**src/rtl/fifo_pkg.sv**
```systemverilog
// -----------------------------------------------------------------------------
// fifo_pkg
// Shared definitions for the asynchronous FIFO pointer generators (write-side
// wptr_full_gen and the read-side rptr_empty_gen).
//   FIFO_ADDR_SIZE : default RAM address width (depth = 2**FIFO_ADDR_SIZE)
//   ptr_t          : pointer type at the default width (ADDR_SIZE+1 bits; the
//                    extra MSB tells "same lap" from "one lap ahead")
//   bin2gray       : binary -> reflected Gray code
//   gray2bin       : reflected Gray code -> binary
// -----------------------------------------------------------------------------
package fifo_pkg;

  localparam int FIFO_ADDR_SIZE = 4;

  typedef logic [FIFO_ADDR_SIZE:0] ptr_t;

  function automatic ptr_t bin2gray(input ptr_t bin);
    return (bin >> 1) ^ bin;
  endfunction

  // Each binary bit is the XOR of all Gray bits at or above it.
  function automatic ptr_t gray2bin(input ptr_t gray);
    ptr_t bin;
    bin[FIFO_ADDR_SIZE] = gray[FIFO_ADDR_SIZE];
    for (int i = FIFO_ADDR_SIZE - 1; i >= 0; i--) begin
      bin[i] = bin[i + 1] ^ gray[i];
    end
    return bin;
  endfunction

endpackage

```
**src/rtl/gray2bin_conv.sv**
```systemverilog
// -----------------------------------------------------------------------------
// gray2bin_conv
// Purely combinational Gray-to-binary converter of parameterized width.
//   i_gray [WIDTH-1:0] : Gray-coded input
//   o_bin  [WIDTH-1:0] : binary equivalent
// Bit i of the result is the XOR-reduction of every Gray bit from i upward.
// -----------------------------------------------------------------------------
module gray2bin_conv #(
  parameter int WIDTH = 5
) (
  input  logic [WIDTH-1:0] i_gray,
  output logic [WIDTH-1:0] o_bin
);

  for (genvar i = 0; i < WIDTH; i++) begin : g_bit
    assign o_bin[i] = ^(i_gray >> i);
  end

endmodule

```
**src/rtl/wptr_full_gen.sv**
```systemverilog
// -----------------------------------------------------------------------------
// wptr_full_gen
// Write-domain pointer and flag generator for the asynchronous FIFO.
//   clk            : write-domain clock
//   rst            : synchronous active-high reset (dominates all inputs)
//   i_winc         : write request
//   i_wq2_rptr     : Gray read pointer, already synchronized into clk domain
//   i_clr_ovf      : clears o_overflow (a simultaneous new overflow wins)
//   o_waddr        : RAM write address (low bits of the binary write pointer)
//   o_wptr         : registered Gray write pointer, feeds the CDC synchronizer
//   o_wen          : RAM write enable = i_winc && !o_wfull
//   o_wfull        : FIFO full, registered
//   o_walmost_full : fill level >= AFULL_THRESH, registered
//   o_wlevel       : fill level as seen by the writer, registered
//   o_overflow     : sticky flag, a write was attempted while full
//
// Handshake: i_winc is a request and !o_wfull is its ready. A write transfers
// (o_wen=1, pointer advances) only in a cycle where both hold; a request while
// full is dropped, never held pending, and it sets o_overflow.
// -----------------------------------------------------------------------------
module wptr_full_gen
  import fifo_pkg::*;
#(
  parameter int ADDR_SIZE    = FIFO_ADDR_SIZE,
  parameter int AFULL_THRESH = 12
) (
  input  logic                 clk,
  input  logic                 rst,
  input  logic                 i_winc,
  input  logic [ADDR_SIZE:0]   i_wq2_rptr,
  input  logic                 i_clr_ovf,
  output logic [ADDR_SIZE-1:0] o_waddr,
  output logic [ADDR_SIZE:0]   o_wptr,
  output logic                 o_wen,
  output logic                 o_wfull,
  output logic                 o_walmost_full,
  output logic [ADDR_SIZE:0]   o_wlevel,
  output logic                 o_overflow
);

  localparam logic [ADDR_SIZE:0] AFULL_LVL = (ADDR_SIZE + 1)'(AFULL_THRESH);

  logic [ADDR_SIZE:0] r_wbin;
  logic [ADDR_SIZE:0] r_wptr;
  logic               r_wfull;
  logic               r_walmost_full;
  logic [ADDR_SIZE:0] r_wlevel;
  logic               r_overflow;

  logic               w_accept;
  logic [ADDR_SIZE:0] w_wbin_next;
  logic [ADDR_SIZE:0] w_wgray_next;
  logic [ADDR_SIZE:0] w_full_match;
  logic [ADDR_SIZE:0] w_rbin;
  logic [ADDR_SIZE:0] w_level_next;
  logic               w_full_next;

  gray2bin_conv #(
    .WIDTH (ADDR_SIZE + 1)
  ) u_rptr_g2b (
    .i_gray (i_wq2_rptr),
    .o_bin  (w_rbin)
  );

  assign w_accept     = i_winc && !r_wfull;
  assign w_wbin_next  = r_wbin + {{ADDR_SIZE{1'b0}}, w_accept};
  assign w_wgray_next = (w_wbin_next >> 1) ^ w_wbin_next;

  // Writer is exactly one lap ahead of the reader: in Gray code that means the
  // top two bits are inverted and the remaining bits are equal.
  assign w_full_match = {~i_wq2_rptr[ADDR_SIZE:ADDR_SIZE-1], i_wq2_rptr[ADDR_SIZE-2:0]};
  assign w_full_next  = (w_wgray_next == w_full_match);

  // Modular subtraction gives the occupancy even across pointer wrap.
  assign w_level_next = w_wbin_next - w_rbin;

  always_ff @(posedge clk) begin
    if (rst) begin
      r_wbin         <= '0;
      r_wptr         <= '0;
      r_wfull        <= 1'b0;
      r_walmost_full <= 1'b0;
      r_wlevel       <= '0;
      r_overflow     <= 1'b0;
    end else begin
      r_wbin         <= w_wbin_next;
      r_wptr         <= w_wgray_next;
      r_wfull        <= w_full_next;
      r_walmost_full <= (w_level_next >= AFULL_LVL);
      r_wlevel       <= w_level_next;
      // Set has priority so an overflow in the clearing cycle is not lost.
      if (i_winc && r_wfull) begin
        r_overflow <= 1'b1;
      end else if (i_clr_ovf) begin
        r_overflow <= 1'b0;
      end
    end
  end

  // o_waddr is the pre-increment address: it addresses the write happening now.
  assign o_waddr        = r_wbin[ADDR_SIZE-1:0];
  assign o_wptr         = r_wptr;
  assign o_wen          = w_accept;
  assign o_wfull        = r_wfull;
  assign o_walmost_full = r_walmost_full;
  assign o_wlevel       = r_wlevel;
  assign o_overflow     = r_overflow;

endmodule

```
**config.mk**
```make
export PLATFORM = sky130hd
export DESIGN_NAME = wptr_full_gen
export DESIGN_NICKNAME = d
export VERILOG_FILES = /design/src/rtl/fifo_pkg.sv /design/src/rtl/gray2bin_conv.sv /design/src/rtl/wptr_full_gen.sv
export SDC_FILE = /design/constraint.sdc
export NUM_CORES = 1
export LEC_CHECK = 0
export BUFFER_PORTS_ARGS = -buffer_cell sky130_fd_sc_hd__buf_2
export CORE_MARGIN = 2
export CORE_UTILIZATION = 49
export CTS_CLUSTER_DIAMETER = 30
export DETAILED_ROUTE_END_ITERATION = 12
export GPL_TIMING_DRIVEN = 0
export PLACE_DENSITY = 0.77
export SETUP_SLACK_MARGIN = 0.02
export SKIP_LAST_GASP = 1
export SYNTH_ARGS = -nofsm -noshare
export SYNTH_HDL_FRONTEND = slang
export SYNTH_SLANG_ARGS = --single-unit
```
**constraint.sdc**
```tcl
create_clock -name clk -period 3.72 [get_ports clk]
set_clock_uncertainty 0.15 [all_clocks]
set_input_delay 0.372 -clock clk [delete_from_list [all_inputs] [get_ports clk]]
set_output_delay 0.372 -clock clk [all_outputs]
set_load 0.03 [all_outputs]
```
* Yosys cells after proc, flatten, opt, wreduce, memory -nomap -nowiden
Cells that the tools add are included.
** Operators by class
- Add/sub/neg operators :: 2
- $lt $le $gt $ge :: 1
- Equality and inequality tests :: 1
- Multiplexer cells :: 2
- Bitwise logic cells :: 2
- Reduce and logical (&&, ||, !) cells :: 9
** Operators by type and width (number)
- $reduce_xor A5 Y1 :: 5
- $add A5 B1 Y5 :: 1
- $eq A5 B5 Y1 :: 1
- $ge A5 B4 Y1 const B :: 1
- $sub A5 B5 Y5 :: 1
- $xor A4 B5 Y5 :: 1
- $logic_and A1 B1 Y1 :: 2
- $mux W1 :: 2
- $not A2 Y2 :: 1
- $reduce_bool A2 Y1 :: 1
- $logic_not A1 Y1 :: 1
** Storage, ports and cells
- Register bits :: 18
- Input bits :: 9
- Output and inout port bits :: 18

* Logic depth before layout (Yosys ltp)
Gate-level depths: netlist (run 1).
- Depth in word-level cells :: 5
- Mapped depth :: 11
- Gate-level depth less buffers :: 11

* Cells and area by module
A second synthesis (run 1) with hierarchy kept.
** Unflattened totals
- Cells, all modules :: 84
- Area total of the unflattened synthesis :: 853.3 µm²
** By module, submodules not included
- wptr_full_gen :: times used 1, cells an instance 78, area an instance 780.7 µm², seq. area each 340.3 µm²
- gray2bin_conv :: times used 1, cells an instance 6, area an instance 72.6 µm², seq. area each 0.0 µm²

* Worst setup path before layout (run 1)
Ideal clock, no wire load.
- Path kind :: register -> register
- From :: register r_wfull (netlist: o_wfull)
- To :: register r_walmost_full (netlist: o_walmost_full)
- Setup time :: 0.135 ns
- Arrival :: 3.069 ns
- Data required time :: 3.435 ns
- Slack :: 0.366 ns
- Stages on the path, launching flop included :: 12
- Path buffers :: 0
- Period minus slack after synthesis :: 3.354 ns
- Path through :: dfxtp_1 nor2b_1 ha_1 nand3_1 xor2_1 inv_1 ha_1 and2b_2 a221oi_1 o21ai_0 a311oi_1 o22ai_1
** On the way
- Cells in the longest elaborated chain, start to end :: 5
** RTL lines
- from (decl) :: line wptr_full_gen.sv:45 : logic r_wfull;
- from (signal assigned) :: line wptr_full_gen.sv:88 : r_wfull <= w_full_next;
- $logic_not A1 Y1 :: line wptr_full_gen.sv:65 : assign w_accept = i_winc && !r_wfull;
- $logic_and A1 B1 Y1 :: line wptr_full_gen.sv:65
- via o_wen :: line wptr_full_gen.sv:34 : output logic o_wen,
- $add A5 B1 Y5 :: line wptr_full_gen.sv:66 : assign w_wbin_next = r_wbin + {{ADDR_SIZE{1'b0}}, w_accept};
- $sub A5 B5 Y5 :: line wptr_full_gen.sv:75 : assign w_level_next = w_wbin_next - w_rbin;
- $ge A5 B4 Y1 :: line wptr_full_gen.sv:89 : r_walmost_full <= (w_level_next >= AFULL_LVL);
- to (signal assigned) :: line wptr_full_gen.sv:89
- to (decl) :: line wptr_full_gen.sv:46 : logic r_walmost_full;
The timed path passes the listed nets, and every way through them passes these cells.
A chain may end at the register's enable or synchronous reset.

* Final worst setup path (run 1)
- From :: register r_wfull (netlist: o_wfull)
- To :: register r_walmost_full (netlist: o_walmost_full)
** On the way
- Cells in the longest elaborated chain, start to end :: 5
** RTL lines
- $logic_not A1 Y1 :: line wptr_full_gen.sv:65
- $logic_and A1 B1 Y1 :: line wptr_full_gen.sv:65
- $add A5 B1 Y5 :: line wptr_full_gen.sv:66
- via w_wbin_next[2] :: line wptr_full_gen.sv:51 : logic [ADDR_SIZE:0] w_wbin_next;
- $sub A5 B5 Y5 :: line wptr_full_gen.sv:75
- $ge A5 B4 Y1 :: line wptr_full_gen.sv:89
The timed path passes the listed nets, and every way through them passes these cells.

==> results of run 1 <==
## cell usage after synthesis (3+ instances only)
master	count
a21oi_1	3
dfxtp_1	17
ha_1	6
inv_1	7
nand2_1	3
nor2_1	11
nor2b_1	6
xnor2_1	10
xor2_1	6
## power by group through the flow
stage / combinational [mW] / clock (mW) / sequential, mW
CTS: 0.192 / 0.0943 / 0.209
floorplan: 0.0994 / 0 / 0.261
finish: 0.191 / 0.0929 / 0.209
global route: 0.212 / 0.104 / 0.211
global placement: 0.188 / 0 / 0.213
detailed placement: 0.189 / 0 / 0.213
## layout by cell type, fill, tap and decap left out
cell type and instances:
nor2b_1 6, dfxtp_1 17, inv_1 7, buf_2 25
o22ai_1 2, clkbuf_4 3, xnor2_1 10, and3_1 1
buf_1 1, clkbuf_1 3, and2b_2 1, nand2_1 3
xnor2_2 2, or2_2 2, or3_1 1, nor2_1 11
nand2b_1 2, a311oi_1 1, nor4b_1 1, a221oi_1 1
mux2i_1 2, nor3_1 1, nor4bb_1 1, ha_1 6
a21oi_1 3, o21ai_0 2, a21boi_0 1, nand3_1 2
xor2_1 6, o2111a_1 1
## state kept, by name, summed over array words and instances (netlist names)
signal and count:
o_overflow 1, o_walmost_full 1, o_wfull 1, o_wlevel 5
o_wptr 4, r_wbin 5
## metrics by stage
| step | hold WS (ns) | utilization [%] |
|---|---|---|
| 2_1_floorplan | 0.362 | - |
| 3_3_place_gp | 0.301 | 61.2 |
| 3_5_place_dp | 0.314 | 61.2 |
| 4_1_cts | 0.182 | 62.8 |
| 5_1_grt | 0.173 | 62.8 |
| 6_report | 0.185 | 62.8 |
## layer usage
metal / up-vias / track usage (%) / wire length [um]
met5: - / 0 / 0
met4: 0 / 8.33 / 20
met3: 4 / 5.10 / 91
met2: 20 / 26.7 / 691
met1: 319 / 19.6 / 745
li1: 374 / - / -
## cells by family after synthesis
logic type,count (synthesis)
compound gates,11
xor+xnor,18
fa+ha+maj,6
buf+inv,10
flops,17
mux,2
simple gates,32
## critical path, stage by stage, from the launching register on
cell,delay [ns]
dfxtp_1,0.36
nor2b_1,0.07
ha_1,0.21
ha_1,0.21
xnor2_1,0.42
inv_1,0.16
ha_1,0.38
and2b_2,0.22
a221oi_1,0.27
o21ai_0,0.13
a311oi_1,0.32
o22ai_1,0.13
## worst paths after layout
check | from | end | slack, ns | cells past startpoint
setup / recovery | o_wfull$_SDFF_PP0_ | o_walmost_full$_SDFF_PP0_ | 0.57 | 11
hold / removal | i_clr_ovf | o_overflow$_SDFFE_PP0P_ | 0.18 | 3
hold reg to reg | o_overflow$_SDFFE_PP0P_ | o_overflow$_SDFFE_PP0P_ | 0.32 | 2
setup reg to reg | o_wfull$_SDFF_PP0_ | o_walmost_full$_SDFF_PP0_ | 0.57 | 11
## cell type report
type	instances	area share, %
Timing Repair Buffer	25	11.7
Inverter	7	2.45
Buffer	3	1.05
Clock buffer	4	2.45
Tap cell	25	2.92
Multi-Input combinational cell	69	47.7
Sequential cell	17	31.7
==> impl_results.md, run 1 <==
- Fmax: about 0.32 GHz
- Relative slew slack: 65.3%
- Max IR drop VDD: 0.000249 V
- Switching Share: 35.2%
- Post-cts repair resize count: 0
- Endpoints failing setup: 0
- Pre-Repair DR Iteration Count: 4
- WP data required: 3.72 ns
- Die footprint: 2170 um^2
- Total Wirelength: 1550 um
- Cell Rows: 15
- Distinct cells, synth: 28
- FF+latch area: 340 um^2
- Routed via count: just over 700
- Synthesized area: a little under 900 um^2
- Mux share of post-synthesis cell area: 2.25%
- Core footprint: 1710 um^2
- Compound-gate portion of the synthesized area: 8.30%
- Psw: approximately 0.17 mW
- Global-route wire length before repair: about 2500 um
- I/O Buffers: 25
- Clock Path Buffers: 2
- Final ANT Viol Nets: 0
- Measured slew at the worst slew-check pin: 0.519 ns
- Final worst slack: 0.572 ns
- Drt drc: 0
- Worst Path Arrival: between 3 and 4 ns
- Synth Flop Type: dfxtp_1
- Largest family of logic cells by synthesized area: XOR/XNOR gates
- Setup_tns: 0 ns
- Area leader, netlist: dfxtp_1
- Flop pwr share: 42.4%
- Leakage: 0.535 nW
- Minimum clock period: about 3.1 ns
- Hold Vio Cnt, Final: 0
- Ant diodes: 0
- Status: completed
- Routability cong.: 0.751
- Combinational cell fraction of total power: 38.8%
- GRT Util Overall: between 10% and 20%
- Worst slack at placement: 0.391 ns
- Hpwl dp: 1210 um
- Largest net degree at the start of global routing: 11
- RSZ-0062 raised after global routing: false
- Starting Density: between 50% and 60%
- Max-Cap Viols: 0
- P per Cell Area: around 460 nW/um^2
- Adder-cell share of the synthesized area: 8.44%
- Initial antenna violation count: 0
- Worst Setup Path Type: flip-flop to flip-flop
- Via density: ~4.8
- Fill cells: 151
- GRT overflow: 0
- Layout Nets: 141
- Top-level port count: 27
- P&R area growth vs syn: 20.5%
- Vias in the first global route: between 600 and 700
- Post-Layout Cell Count: 150
- Seq/Total Area, Yosys: roughly two fifths
- CP Launch Type: flip-flop
- CTS tree: done
- Number of H-tree levels: 1
- Synth warnings: 0
- Worst-path clk slew: roughly 0.090 ns
- Final period util: between 80% and 90%
- Syn nets: ~110
- Footprint of the multi-input gates: between 500 and 600 um^2
- CTS sink count: 17
- Cell area after layout: ~1100 um^2
- Number of DRC markers in iteration 0: 7
- Overall Power: approximately 0.49 mW
- Ranking of synthesized cells by area: dfxtp_1 (38%), xnor2_1 (9.8%), ha_1 (8.4%), xor2_1 (5.9%), nor2_1 (4.6%)
- Post-Synth Simple-Gate Area: 19.1%
- Layout cells sized above 1: 26.4%
- CTS Hold Bufs: 0
- Crit. End Element: flip-flop
- Number of setup buffers added after CTS: 0
- Synth top area share: about two fifths
- Slew Viols, Final: 0
- Synthesis-stage register bit count: 17
- Placed insts: 146
- Syn Inst Count: 96
- WL/cell: 10.3 um
- Clock share of power: 18.8%
- Root buf cell: clkbuf_4
- Area after DPL: between 1000 and 1500 um^2
- Worst-path fanout max: 5
- Die height: 46.6 um
- XOR/XNOR Fraction of Synth Area: around a fifth
- Die width: 46.6 um
- Ys async rst share: 0%
- Syn_area_per_cell: 9.27 um^2
- Worst skew pair latency: around 0.28 ns
- Post-synth EDFFs: 0
- TritonCTS Buffers: 3
- Tightest Hold Check Type: input port to flip-flop
- Cell internal pwr: 0.319 mW
Note: power is estimated with default switching activity, not from simulation.
==> run 2, diff against run 1 <==
--- a/config.mk
+++ b/config.mk
@@ -5,9 +5,10 @@
 export SDC_FILE = /design/constraint.sdc
 export NUM_CORES = 1
 export LEC_CHECK = 0
+export ABC_AREA = 1
 export BUFFER_PORTS_ARGS = -buffer_cell sky130_fd_sc_hd__buf_2
 export CORE_MARGIN = 2
-export CORE_UTILIZATION = 49
+export CORE_UTILIZATION = 50
 export CTS_CLUSTER_DIAMETER = 30
 export DETAILED_ROUTE_END_ITERATION = 12
 export GPL_TIMING_DRIVEN = 0
==> constraint.sdc (replaced) <==
create_clock -name clk -period 2.95 [get_ports clk]
set_clock_uncertainty 0.15 [all_clocks]
set_input_delay 0.295 -clock clk [delete_from_list [all_inputs] [get_ports clk]]
set_output_delay 0.295 -clock clk [all_outputs]
set_load 0.03 [all_outputs]
==> run 2 against run 1 <==
Compared with the run above:
- via count is 17% higher
- cell count grew 24%
- clock power increased by 25%
- non-clock buffer count down 1
- register-to-register slack better by 0.05 ns
- critical path type unchanged
- sequential share of layout area down 2.1 points
- hold slack worse by 0.076 ns
==> impl_results.md, run 2 <==
- Status: completed
- Layout cells sized above 1: 26.7% (+0.31 points)
- Placed insts: 182 (+25%)
- P&R area growth vs syn: 19.6%
- WL/cell: 9.16 um (-11%)
- Initial antenna violation count: 0 (unchanged)
- CP Launch Type: flip-flop
- Setup_tns: 0 ns (unchanged)
- Crit. End Element: flip-flop
- Final ANT Viol Nets: 0 (unchanged)
- Via density: 4.53 (-5.3%)
- Fill cells: 188 (+25%)
- Ant diodes: 0 (unchanged)
- Area leader, netlist: dfxtp_1
- GRT Util Overall: 17.7% (+1.2 points)
- Global-route wire length before repair: 2780 um (+12%)
- Worst Hold Launch: i_clr_ovf
- Die footprint: 2290 um^2 (+5.2%)
- Crit path max-delay family: simple AND/OR/NAND/NOR gates
- Tightest Hold Check Type: input port to flip-flop
- Cell Rows: 15 (unchanged)
- Slowest CP cell: dfxtp_1
- Root buf cell: clkbuf_4
- Area after DPL: 1120 um^2 (+7.2%)
- Drt drc: 0 (unchanged)
- Largest net degree at the start of global routing: 11 (unchanged)
- Dominant cell by count in the synthesized netlist: nand2_1
- Total Wirelength: 1700 um (+10%)
- Ys async rst share: 0% (unchanged)
- Number of setup buffers added after CTS: 0 (unchanged)
- Leakage: 0.664 nW (+24%)
- Fmax: 0.430 GHz (+35%)
- Routability cong.: 0.856 (+14%)
- Starting Density: 54.4% (+2.3 points)
- Hold EP: o_overflow$_SDFFE_PP0P_
- CP most frequent cell: nand2_1
- CTS Hold Bufs: 0 (unchanged)
- Cell area after layout: 1150 um^2 (+7.0%)
- RR Endpoint: o_walmost_full$_SDFF_PP0_
- CTS sink count: 17 (unchanged)
- Buf+Inv Stages, Crit Path: 3 (+2)
- Pre-Repair DR Iteration Count: 4 (unchanged)
- Syn nets: 146 (+32%)
- I/O Buffers: 26 (+4.0%)
- Most common cell after layout, fill and taps aside: nand2_1
- Worst-path fanout max: 4 (-1)
- Clock Path Buffers: 2 (unchanged)
- Synthesis-stage register bit count: 17 (unchanged)
- Reg2reg start: o_wfull$_SDFF_PP0_
- Hold WS: 0.108 ns (-0.0762 ns)
- Worst slack at placement: 0.544 ns (+0.153 ns)
- Hpwl dp: 1460 um (+21%)
- Hold Crit Depth: 4 (+1)
- Ranking of synthesized cells by area: dfxtp_1 (35%), nand2_1 (13%), inv_1 (8.6%), ha_1 (7.8%), xor2_1 (6.4%)
- Final worst slack: 0.625 ns (+0.0533 ns)
- Post-layout util: 65.0% (+2.3 points)
- Syn_area_per_cell: 7.33 um^2 (-21%)
- Post-cts repair resize count: 0 (unchanged)
- FF+latch area: 340 um^2 (unchanged)
- Seq/Total Area, Yosys: 35.5% (-2.8 points)
- Hold Vio Cnt, Final: 0 (unchanged)
- Post-synth EDFFs: 0 (unchanged)
- Overall Power: 0.580 mW (+18%)
- Syn Inst Count: 131 (+36%)
- Core footprint: 1760 um^2 (+3.3%)
- Crit-path cells: nor2_1 -> ha_1 -> ha_1 -> inv_1 -> nand2_1 -> and2_4 -> inv_2 -> ha_1 -> inv_1 -> nor2_1 -> nand3_1 -> nand2_1 -> nand2_1 -> nand4_1 -> nand2_1
- CTS tree: done
- Worst-path clk slew: 0.09 ns (about the same)
- Worst skew pair latency: 0.27 ns (about the same)
- Number of DRC markers in iteration 0: 7 (unchanged)
- Routed via count: 842 (+17%)
- Top-level port count: 27 (unchanged)
- Max stage delay on crit path: 0.33 ns (-0.09 ns)
- Footprint of the multi-input gates: 526 um^2 (+2.7%)
- Synthesized area: 960 um^2 (+7.9%)
- Number of H-tree levels: 1 (unchanged)
- Worst Reg2Reg Path Length in Cells: 15 (+4)
- RSZ-0062 raised after global routing: false
- P per Cell Area: 505 nW/um^2 (+9.8%)
- Post-Layout Cell Count: 186 (+24%)
- Slew Viols, Final: 0 (unchanged)
- Worst Path Arrival: 2.35 ns (-0.80 ns)
- Die width: 47.8 um (+2.6%)
- Endpoints failing setup: 0 (unchanged)
- Max IR drop VDD: 0.000272 V (+9.0%)
- Vias in the first global route: 685 (+12%)
- Final period util: 78.8% (-5.8 points)
- Measured slew at the worst slew-check pin: 0.425 ns (-0.0943 ns)
- Commonest cells in the netlist: nand2_1 (33), inv_1 (22), dfxtp_1 (17)
- TritonCTS Buffers: 3 (unchanged)
- GRT overflow: 0 (unchanged)
- Flop2flop setup slack: 0.63 ns (+0.05 ns)
- Max-Cap Viols: 0 (unchanged)
- Die height: 47.8 um (+2.6%)
- Synth top area share: 35.5% (-2.8 points)
- Synth Flop Type: dfxtp_1
- Minimum clock period: 2.32 ns (-0.823 ns)
- Layout Nets: 177 (+26%)
- Relative slew slack: 71.7% (+6.4 points)
- Synth warnings: 0 (unchanged)
- Most frequent cells in the layout: nand2_1 (33), buf_2 (26), inv_1 (22)
- Distinct cells, synth: 18 (-36%)
- Worst Setup Path Type: flip-flop to flip-flop
- WP data required: 2.98 ns (-0.74 ns)
run 2: changes by cell type after synthesis, moves of 3 or more:
| cell | previous run | this run |
|---|---|---|
| nand2_1 | 3 | 33 |
| nor2_1 | 11 | 15 |
| xnor2_1 | 10 | 1 |
| inv_1 | 7 | 22 |
| xor2_2 | 0 | 3 |
| nand2_2 | 0 | 4 |
| nand3_1 | 2 | 9 |
| nor2b_1 | 6 | 0 |
run 2: layer usage:
metal | part of all wire [%] | wire length (um) | track usage [%]
met5 | 0 | 0 | 0
met4 | 1.1 | 19 | 6.49
met3 | 4.2 | 72 | 3.40
met2 | 45 | 770 | 28.3
met1 | 49 | 841 | 23.7
run 2: layout make-up:
| class | instances | area share (%) |
|---|---|---|
| inverters | 24 | 7.85 |
| repair buffers | 26 | 11.3 |
| plain buffers | 1 | 0.327 |
| multi-input cells | 89 | 45.8 |
| clock buffers | 4 | 2.29 |
| well taps | 25 | 2.73 |
| flip-flops and latches | 17 | 29.7 |
run 2: where the power goes:
group | leakage [nW] | internal, mW | switching [mW]
clock network | 0.0150 | 0.0523 | 0.0635
registers | 0.140 | 0.253 | 0.00590
logic | 0.509 | 0.0682 | 0.137
total | 0.664 | 0.373 | 0.206
run 2: kinds of logic after synthesis:
kind of cell / after synthesis / share of synthesized area, %
simple gates: 68 / 32.5
compound gates: 4 / 2.09
xor+xnor: 11 / 12.4
buf+inv: 25 / 9.78
flops: 17 / 35.5
fa+ha+maj: 6 / 7.82
run 2: how the worst max path moves through the flow:
stage                            start                   endpoint  cells past startpoint
global route        o_wfull$_SDFF_PP0_  o_walmost_full$_SDFF_PP0_                     15
floorplan           o_wfull$_SDFF_PP0_  o_walmost_full$_SDFF_PP0_                     15
detailed placement              i_winc  o_walmost_full$_SDFF_PP0_                     17
global placement                i_winc  o_walmost_full$_SDFF_PP0_                     16
CTS                 o_wfull$_SDFF_PP0_  o_walmost_full$_SDFF_PP0_                     15
finish              o_wfull$_SDFF_PP0_  o_walmost_full$_SDFF_PP0_                     15
run 2: worst min-delay path: stages:
cell and delay, ns:
buf_2 0.07, inv_1 0.03, nand2_1 0.04, a21oi_1 0.05
